[config.mk]
export PLATFORM = sky130hd
export DESIGN_NAME = salsa20_inv_rounds
export DESIGN_NICKNAME = d
export VERILOG_FILES = /design/src/rtl/salsa20_pkg.sv /design/src/rtl/salsa20_inv_quarter_round.sv /design/src/rtl/salsa20_inv_rounds.sv
export SDC_FILE = /design/constraint.sdc
export NUM_CORES = 2
export LEC_CHECK = 0
export CELL_PAD_IN_SITES_DETAIL_PLACEMENT = 1
export CELL_PAD_IN_SITES_GLOBAL_PLACEMENT = 1
export CORE_MARGIN = 3
export CORE_UTILIZATION = 40
export DETAILED_ROUTE_END_ITERATION = 8
export DONT_BUFFER_PORTS = 1
export PLACE_DENSITY = 0.77
export SETUP_SLACK_MARGIN = 0.02
export SYNTH_ARGS = -nofsm -noshare
export SYNTH_HDL_FRONTEND = slang
export SYNTH_HIERARCHICAL = 1
export SYNTH_SLANG_ARGS = --single-unit
[constraint.sdc]
create_clock -name clk -period 27.3 [get_ports clk]
set_input_delay 2.73 -clock clk [delete_from_list [all_inputs] [get_ports clk]]
set_output_delay 2.73 -clock clk [all_outputs]
set_load 0.05 [all_outputs]
[src/rtl/salsa20_pkg.sv]
// Shared definitions for the Salsa20 inverse-round datapath: word/state
// widths, rotate amounts, quarter-round group tables and the FSM encoding.
package salsa20_pkg;

    localparam int WORD_W  = 32;
    localparam int STATE_W = 512;

    // Left-rotate amounts, named after the word each step updates
    localparam int ROT_B = 7;
    localparam int ROT_C = 9;
    localparam int ROT_D = 13;
    localparam int ROT_A = 18;

    typedef logic [3:0] idx_t;

    // Quarter-round groups (a,b,c,d) of the row round and the column round
    localparam idx_t ROW_IDX [4][4] = '{
        '{4'd0,  4'd1,  4'd2,  4'd3},
        '{4'd5,  4'd6,  4'd7,  4'd4},
        '{4'd10, 4'd11, 4'd8,  4'd9},
        '{4'd15, 4'd12, 4'd13, 4'd14}
    };
    localparam idx_t COL_IDX [4][4] = '{
        '{4'd0,  4'd4,  4'd8,  4'd12},
        '{4'd5,  4'd9,  4'd13, 4'd1},
        '{4'd10, 4'd14, 4'd2,  4'd6},
        '{4'd15, 4'd3,  4'd7,  4'd11}
    };

    typedef enum logic [1:0] {IDLE, RUN, DONE} fsm_e;

    function automatic logic [WORD_W-1:0] rotl(input logic [WORD_W-1:0] x, input int n);
        return (x << n) | (x >> (WORD_W - n));
    endfunction

    // Slot (group*4 + position) that word w occupies in the row round
    function automatic int row_slot(input int w);
        int r;
        r = 0;
        for (int g = 0; g < 4; g++)
            for (int k = 0; k < 4; k++)
                if (int'(ROW_IDX[g][k]) == w) r = g * 4 + k;
        return r;
    endfunction

    // Slot (group*4 + position) that word w occupies in the column round
    function automatic int col_slot(input int w);
        int r;
        r = 0;
        for (int g = 0; g < 4; g++)
            for (int k = 0; k < 4; k++)
                if (int'(COL_IDX[g][k]) == w) r = g * 4 + k;
        return r;
    endfunction

endpackage

[src/rtl/salsa20_inv_quarter_round.sv]
// Combinational inverse Salsa20 quarter round. The forward steps are undone
// in reverse order, so each step only uses words already restored.
module salsa20_inv_quarter_round
    import salsa20_pkg::*;
(
    input  logic [WORD_W-1:0] a_in,
    input  logic [WORD_W-1:0] b_in,
    input  logic [WORD_W-1:0] c_in,
    input  logic [WORD_W-1:0] d_in,
    output logic [WORD_W-1:0] a_out,
    output logic [WORD_W-1:0] b_out,
    output logic [WORD_W-1:0] c_out,
    output logic [WORD_W-1:0] d_out
);

    logic [WORD_W-1:0] a_r;
    logic [WORD_W-1:0] d_r;
    logic [WORD_W-1:0] c_r;
    logic [WORD_W-1:0] b_r;

    // Undo a, d, c, b in that order
    always_comb begin
        a_r = a_in ^ rotl(d_in + c_in, ROT_A);
        d_r = d_in ^ rotl(c_in + b_in, ROT_D);
        c_r = c_in ^ rotl(b_in + a_r, ROT_C);
        b_r = b_in ^ rotl(a_r + d_r, ROT_B);
    end

    assign a_out = a_r;
    assign b_out = b_r;
    assign c_out = c_r;
    assign d_out = d_r;

endmodule

[src/rtl/salsa20_inv_rounds.sv]
// Iterative inverse of the Salsa20 double round with valid/ready handshakes.
// Default build: one inverse double round per RUN cycle.
// Define SALSA20_INV_HALF_STEP_EN for one inverse half round per cycle
// (row-undo then column-undo, alternating); results are identical.
module salsa20_inv_rounds
    import salsa20_pkg::*;
#(
    parameter int DOUBLE_ROUNDS = 10
) (
    input  logic               clk,
    input  logic               rst_n,
    input  logic               in_valid,
    output logic               in_ready,
    input  logic [STATE_W-1:0] in_data,
    output logic               out_valid,
    input  logic               out_ready,
    output logic [STATE_W-1:0] out_data,
    output logic               busy
);

`ifdef SALSA20_INV_HALF_STEP_EN
    localparam int STEPS = 2 * DOUBLE_ROUNDS;
`else
    localparam int STEPS = DOUBLE_ROUNDS;
`endif
    localparam int CNT_W = $clog2(STEPS + 1);

    fsm_e               fsm_q, fsm_d;
    logic [CNT_W-1:0]   cnt_q, cnt_d;
    logic [STATE_W-1:0] st_q, st_d;

    logic [15:0][WORD_W-1:0] cur_w;
    logic [15:0][WORD_W-1:0] nxt_w;

    assign cur_w = st_q;

`ifdef SALSA20_INV_HALF_STEP_EN
    // Phase 0 undoes the row round, phase 1 the column round
    logic phase_q, phase_d;
    logic [15:0][WORD_W-1:0] q_in;
    logic [15:0][WORD_W-1:0] q_out;

    for (genvar g = 0; g < 4; g++) begin : g_half
        for (genvar k = 0; k < 4; k++) begin : g_sel
            assign q_in[g*4+k] = phase_q ? cur_w[COL_IDX[g][k]] : cur_w[ROW_IDX[g][k]];
        end
        salsa20_inv_quarter_round u_qr (
            .a_in (q_in[g*4+0]),  .b_in (q_in[g*4+1]),
            .c_in (q_in[g*4+2]),  .d_in (q_in[g*4+3]),
            .a_out(q_out[g*4+0]), .b_out(q_out[g*4+1]),
            .c_out(q_out[g*4+2]), .d_out(q_out[g*4+3])
        );
    end

    // Every word belongs to exactly one group per phase, so each is rewritten
    for (genvar w = 0; w < 16; w++) begin : g_wb
        localparam idx_t RS = idx_t'(row_slot(w));
        localparam idx_t CS = idx_t'(col_slot(w));
        assign nxt_w[w] = phase_q ? q_out[CS] : q_out[RS];
    end
`else
    logic [15:0][WORD_W-1:0] mid_w;

    for (genvar g = 0; g < 4; g++) begin : g_full
        salsa20_inv_quarter_round u_row (
            .a_in (cur_w[ROW_IDX[g][0]]), .b_in (cur_w[ROW_IDX[g][1]]),
            .c_in (cur_w[ROW_IDX[g][2]]), .d_in (cur_w[ROW_IDX[g][3]]),
            .a_out(mid_w[ROW_IDX[g][0]]), .b_out(mid_w[ROW_IDX[g][1]]),
            .c_out(mid_w[ROW_IDX[g][2]]), .d_out(mid_w[ROW_IDX[g][3]])
        );
        salsa20_inv_quarter_round u_col (
            .a_in (mid_w[COL_IDX[g][0]]), .b_in (mid_w[COL_IDX[g][1]]),
            .c_in (mid_w[COL_IDX[g][2]]), .d_in (mid_w[COL_IDX[g][3]]),
            .a_out(nxt_w[COL_IDX[g][0]]), .b_out(nxt_w[COL_IDX[g][1]]),
            .c_out(nxt_w[COL_IDX[g][2]]), .d_out(nxt_w[COL_IDX[g][3]])
        );
    end
`endif

    // Next-state logic: load in IDLE, iterate in RUN, hold until taken in DONE
    always_comb begin
        fsm_d = fsm_q;
        cnt_d = cnt_q;
        st_d  = st_q;
`ifdef SALSA20_INV_HALF_STEP_EN
        phase_d = phase_q;
`endif
        case (fsm_q)
            IDLE: begin
                if (in_valid) begin
                    st_d  = in_data;
                    cnt_d = '0;
                    fsm_d = RUN;
`ifdef SALSA20_INV_HALF_STEP_EN
                    phase_d = 1'b0;
`endif
                end
            end
            RUN: begin
                st_d  = nxt_w;
                cnt_d = cnt_q + CNT_W'(1);
`ifdef SALSA20_INV_HALF_STEP_EN
                phase_d = ~phase_q;
`endif
                if (cnt_q == CNT_W'(STEPS - 1)) fsm_d = DONE;
            end
            DONE: begin
                if (out_ready) fsm_d = IDLE;
            end
            default: fsm_d = IDLE;
        endcase
    end

    // State register; reset aborts any job in flight
    always_ff @(posedge clk or negedge rst_n) begin
        if (!rst_n) begin
            fsm_q <= IDLE;
            cnt_q <= '0;
            st_q  <= '0;
`ifdef SALSA20_INV_HALF_STEP_EN
            phase_q <= 1'b0;
`endif
        end else begin
            fsm_q <= fsm_d;
            cnt_q <= cnt_d;
            st_q  <= st_d;
`ifdef SALSA20_INV_HALF_STEP_EN
            phase_q <= phase_d;
`endif
        end
    end

    // Outputs decode only the FSM state and registered data
    assign in_ready  = (fsm_q == IDLE);
    assign busy      = (fsm_q == RUN);
    assign out_valid = (fsm_q == DONE);
    assign out_data  = (fsm_q == DONE) ? st_q : '0;

endmodule
==> results.ini <==
[critical_path]
cp.required_ns=27.97
crit_family=compound AO/OA/AOI/OAI gates
crit_buf_inv=0
cpMostUsedCell=a21o_1
cp_max_fo=5
critPathArrivalTime_ns=16.45
critPathKind=flop to flop
cpMaxStageDelayCell=xnor2_1
end_kind=flop
cpPeakStageDelay_ns=1.44
startpoint_type=flop

[sta]
worst_pin_slew_ns=1.88
hold_violations=0
clock-skew-final_ns=0.0575
timing.slew.headroom_pct=-25.3
rsz0062_at_grt=false
fin_crit_ns=15.78
setup-violations-final=0
clock.fmax_mhz=63.4
setup_tns_ns=0
period_share_pct=57.8
drv_slew=149

[clock_network]
clock_path_buffers=3
h-tree-depth=3
clk_pin_slew_ns=0.07
cts.sinks=518
cts_tree=built
cts_setup_buffers=0
cts_resized=0
postCtsHoldBufs=0
cts_root_buf=clkbuf_16
cts_buffers=73
worstSkewPairLatency_ns=0.77

[synth]
avgSynthCellArea_um2=7.74
synth_edf_count=0
synth_area_um2=85800
synth.area.top_cells=dfrtp_1, ha_1, xnor2_1
synth_top_area_cell=dfrtp_1
synth.distinct_cells=123
async_reset_ff_share_pct=100
synth_seq_cells=518
synth_seq_area_share_pct=15.1
syn-instance-count=11089
synthesis.nets=12639
synth_ff_type=dfrtp_1
netlist.area_leader.share_pct=15.1
synth_warnings=6

[die]
die_area_um2=220000
io_pins=1031
coreArea_um2=213000
start_util_pct=40.3
dieHeight_um=469
die_x_um=469
rows=169

[final_layout]
drive_above_1_share_pct=9.44
nNetsFinal=12756
final_cells=14170
final_cell_mix=nand2_1, xnor2_1, ha_1
fill_cells=25820
area_delta_synth_final_pct=10.8
layout_commonest_cell=nand2_1

[placed_design]
port_buffers=0
gp_congestion=1.20
dp_hpwl_mm=548
dp_cells=13948

[global_route]
grt_overflow=0
antenna_found_initial=113
grt_pass1_wl_mm=850
grt_use_total_pct=57.2
grt_pass1_vias=93468
grt_max_degree=519

[run_status]
violations=capacitance limit, slew limit
status=complete, but fails checks

[min_path]
min_path_type=flop to flop

[drt]
wirelength_mm=657
ant_nets=0
drc=0
first_iter_violations=14783
vias_per_cell=7.06
vias=100052
wire_per_inst_um=46.4
first_pass_iters=8

[flow_run]
max_cap_viol_count=12

==> cell families after synthesis <==
| kind of cell | share of synthesized area [%] |
|---|---|
| xor gates and xnor gates | 20.5 |
| muxes | 0.101 |
| buffers and inverters | 3.66 |
| AOI/OAI and AO/OA | 24.7 |
| adders and majority gates | 15.4 |
| DFF | 15.1 |
| and+or+nand+nor | 20.5 |
==> cells in the mapped netlist, types with 37 or more instances <==
| library cell | instances |
|---|---|
| buf_4 | 37 |
| o21ai_0 | 356 |
| a21o_1 | 555 |
| nand2b_1 | 94 |
| nor2b_1 | 80 |
| xnor2_1 | 1381 |
| buf_2 | 130 |
| o21a_1 | 89 |
| a211oi_1 | 57 |
| and4_1 | 39 |
| o211ai_1 | 69 |
| o21bai_1 | 113 |
| nand4_1 | 76 |
| nand3_1 | 169 |
| inv_1 | 220 |
| or3_1 | 58 |
| xor2_1 | 607 |
| a21oi_1 | 807 |
| or2_2 | 39 |
| a31oi_1 | 578 |
| ha_1 | 1002 |
| and2_1 | 582 |
| o31ai_1 | 53 |
| nor2_1 | 831 |
| dfrtp_1 | 518 |
| clkbuf_1 | 182 |
| nand2_1 | 1416 |
| o21ai_1 | 46 |
| and3_1 | 71 |
| buf_6 | 41 |
| nor3_1 | 138 |
==> worst reg2reg max path: cells and delay by family, from the launching register on <==
kind,cells,cell delay (ns)
compound gates,38,9.30
xor+xnor,4,2.71
fa+ha+maj,4,1.79
simple gates,7,0.96
flops,1,0.95
==> layer usage <==
metal / GRT usage, % / vias to the layer above / share of wire [%]
li1: - / 39684 / -
met1: 64.9 / 49424 / 35
met2: 76.6 / 8347 / 38
met3: 27.9 / 2533 / 15
met4: 55.1 / 64 / 12
met5: 2.34 / - / 0.15
==> sequential cells by signal, summed over array words and instances (netlist names) <==
| signal | cells |
|---|---|
| cur_w | 512 |
| cnt_q | 4 |
| fsm_q | 2 |
==> layout make-up <==
| type | instances | area [um2] | area share, % |
|---|---|---|---|
| clock buffers | 100 | 2060 | 2.17 |
| well taps | 2821 | 3530 | 3.71 |
| flip-flops and latches | 518 | 13000 | 13.6 |
| diodes | 83 | 208 | 0.219 |
| inverters | 224 | 848 | 0.893 |
| repair buffers | 466 | 3620 | 3.81 |
| multi-input cells | 9923 | 71400 | 75.1 |
| clock inverters | 35 | 430 | 0.453 |
==> final timing paths <==
kind / cells after the start / start / end / slack [ns]
max reg2reg: 53 / cur_w[228] / cur_w[230] / 11.52
min: 1 / cnt_q[3] / cnt_q[3] / 0.52
max in group asynchronous: 2 / rst_n / cur_w[359] / 23.15
min reg2reg: 1 / cnt_q[3] / cnt_q[3] / 0.52
min in group asynchronous: 0 / rst_n / cur_w[411] / 1.64
max: 53 / cur_w[228] / cur_w[230] / 11.52
==> through the flow <==
| stage | utilization [%] | setup slack, ns | hold slack [ns] | instance area [um2] |
|---|---|---|---|---|
| 3_5_place_dp | 43.3 | 12.30 | 0.500 | 92100 |
| 2_1_floorplan | - | 15.86 | 0.452 | 85800 |
| 5_1_grt | 44.6 | 11.28 | 0.553 | 94800 |
| 3_3_place_gp | 43.3 | 12.02 | 0.470 | 92100 |
| 6_report | 44.7 | 11.52 | 0.522 | 95000 |
| 4_1_cts | 44.5 | 12.21 | 0.515 | 94600 |
Power is not shown: default switching activity piles up to over one toggle a cycle in this logic, so the estimate is an artifact.
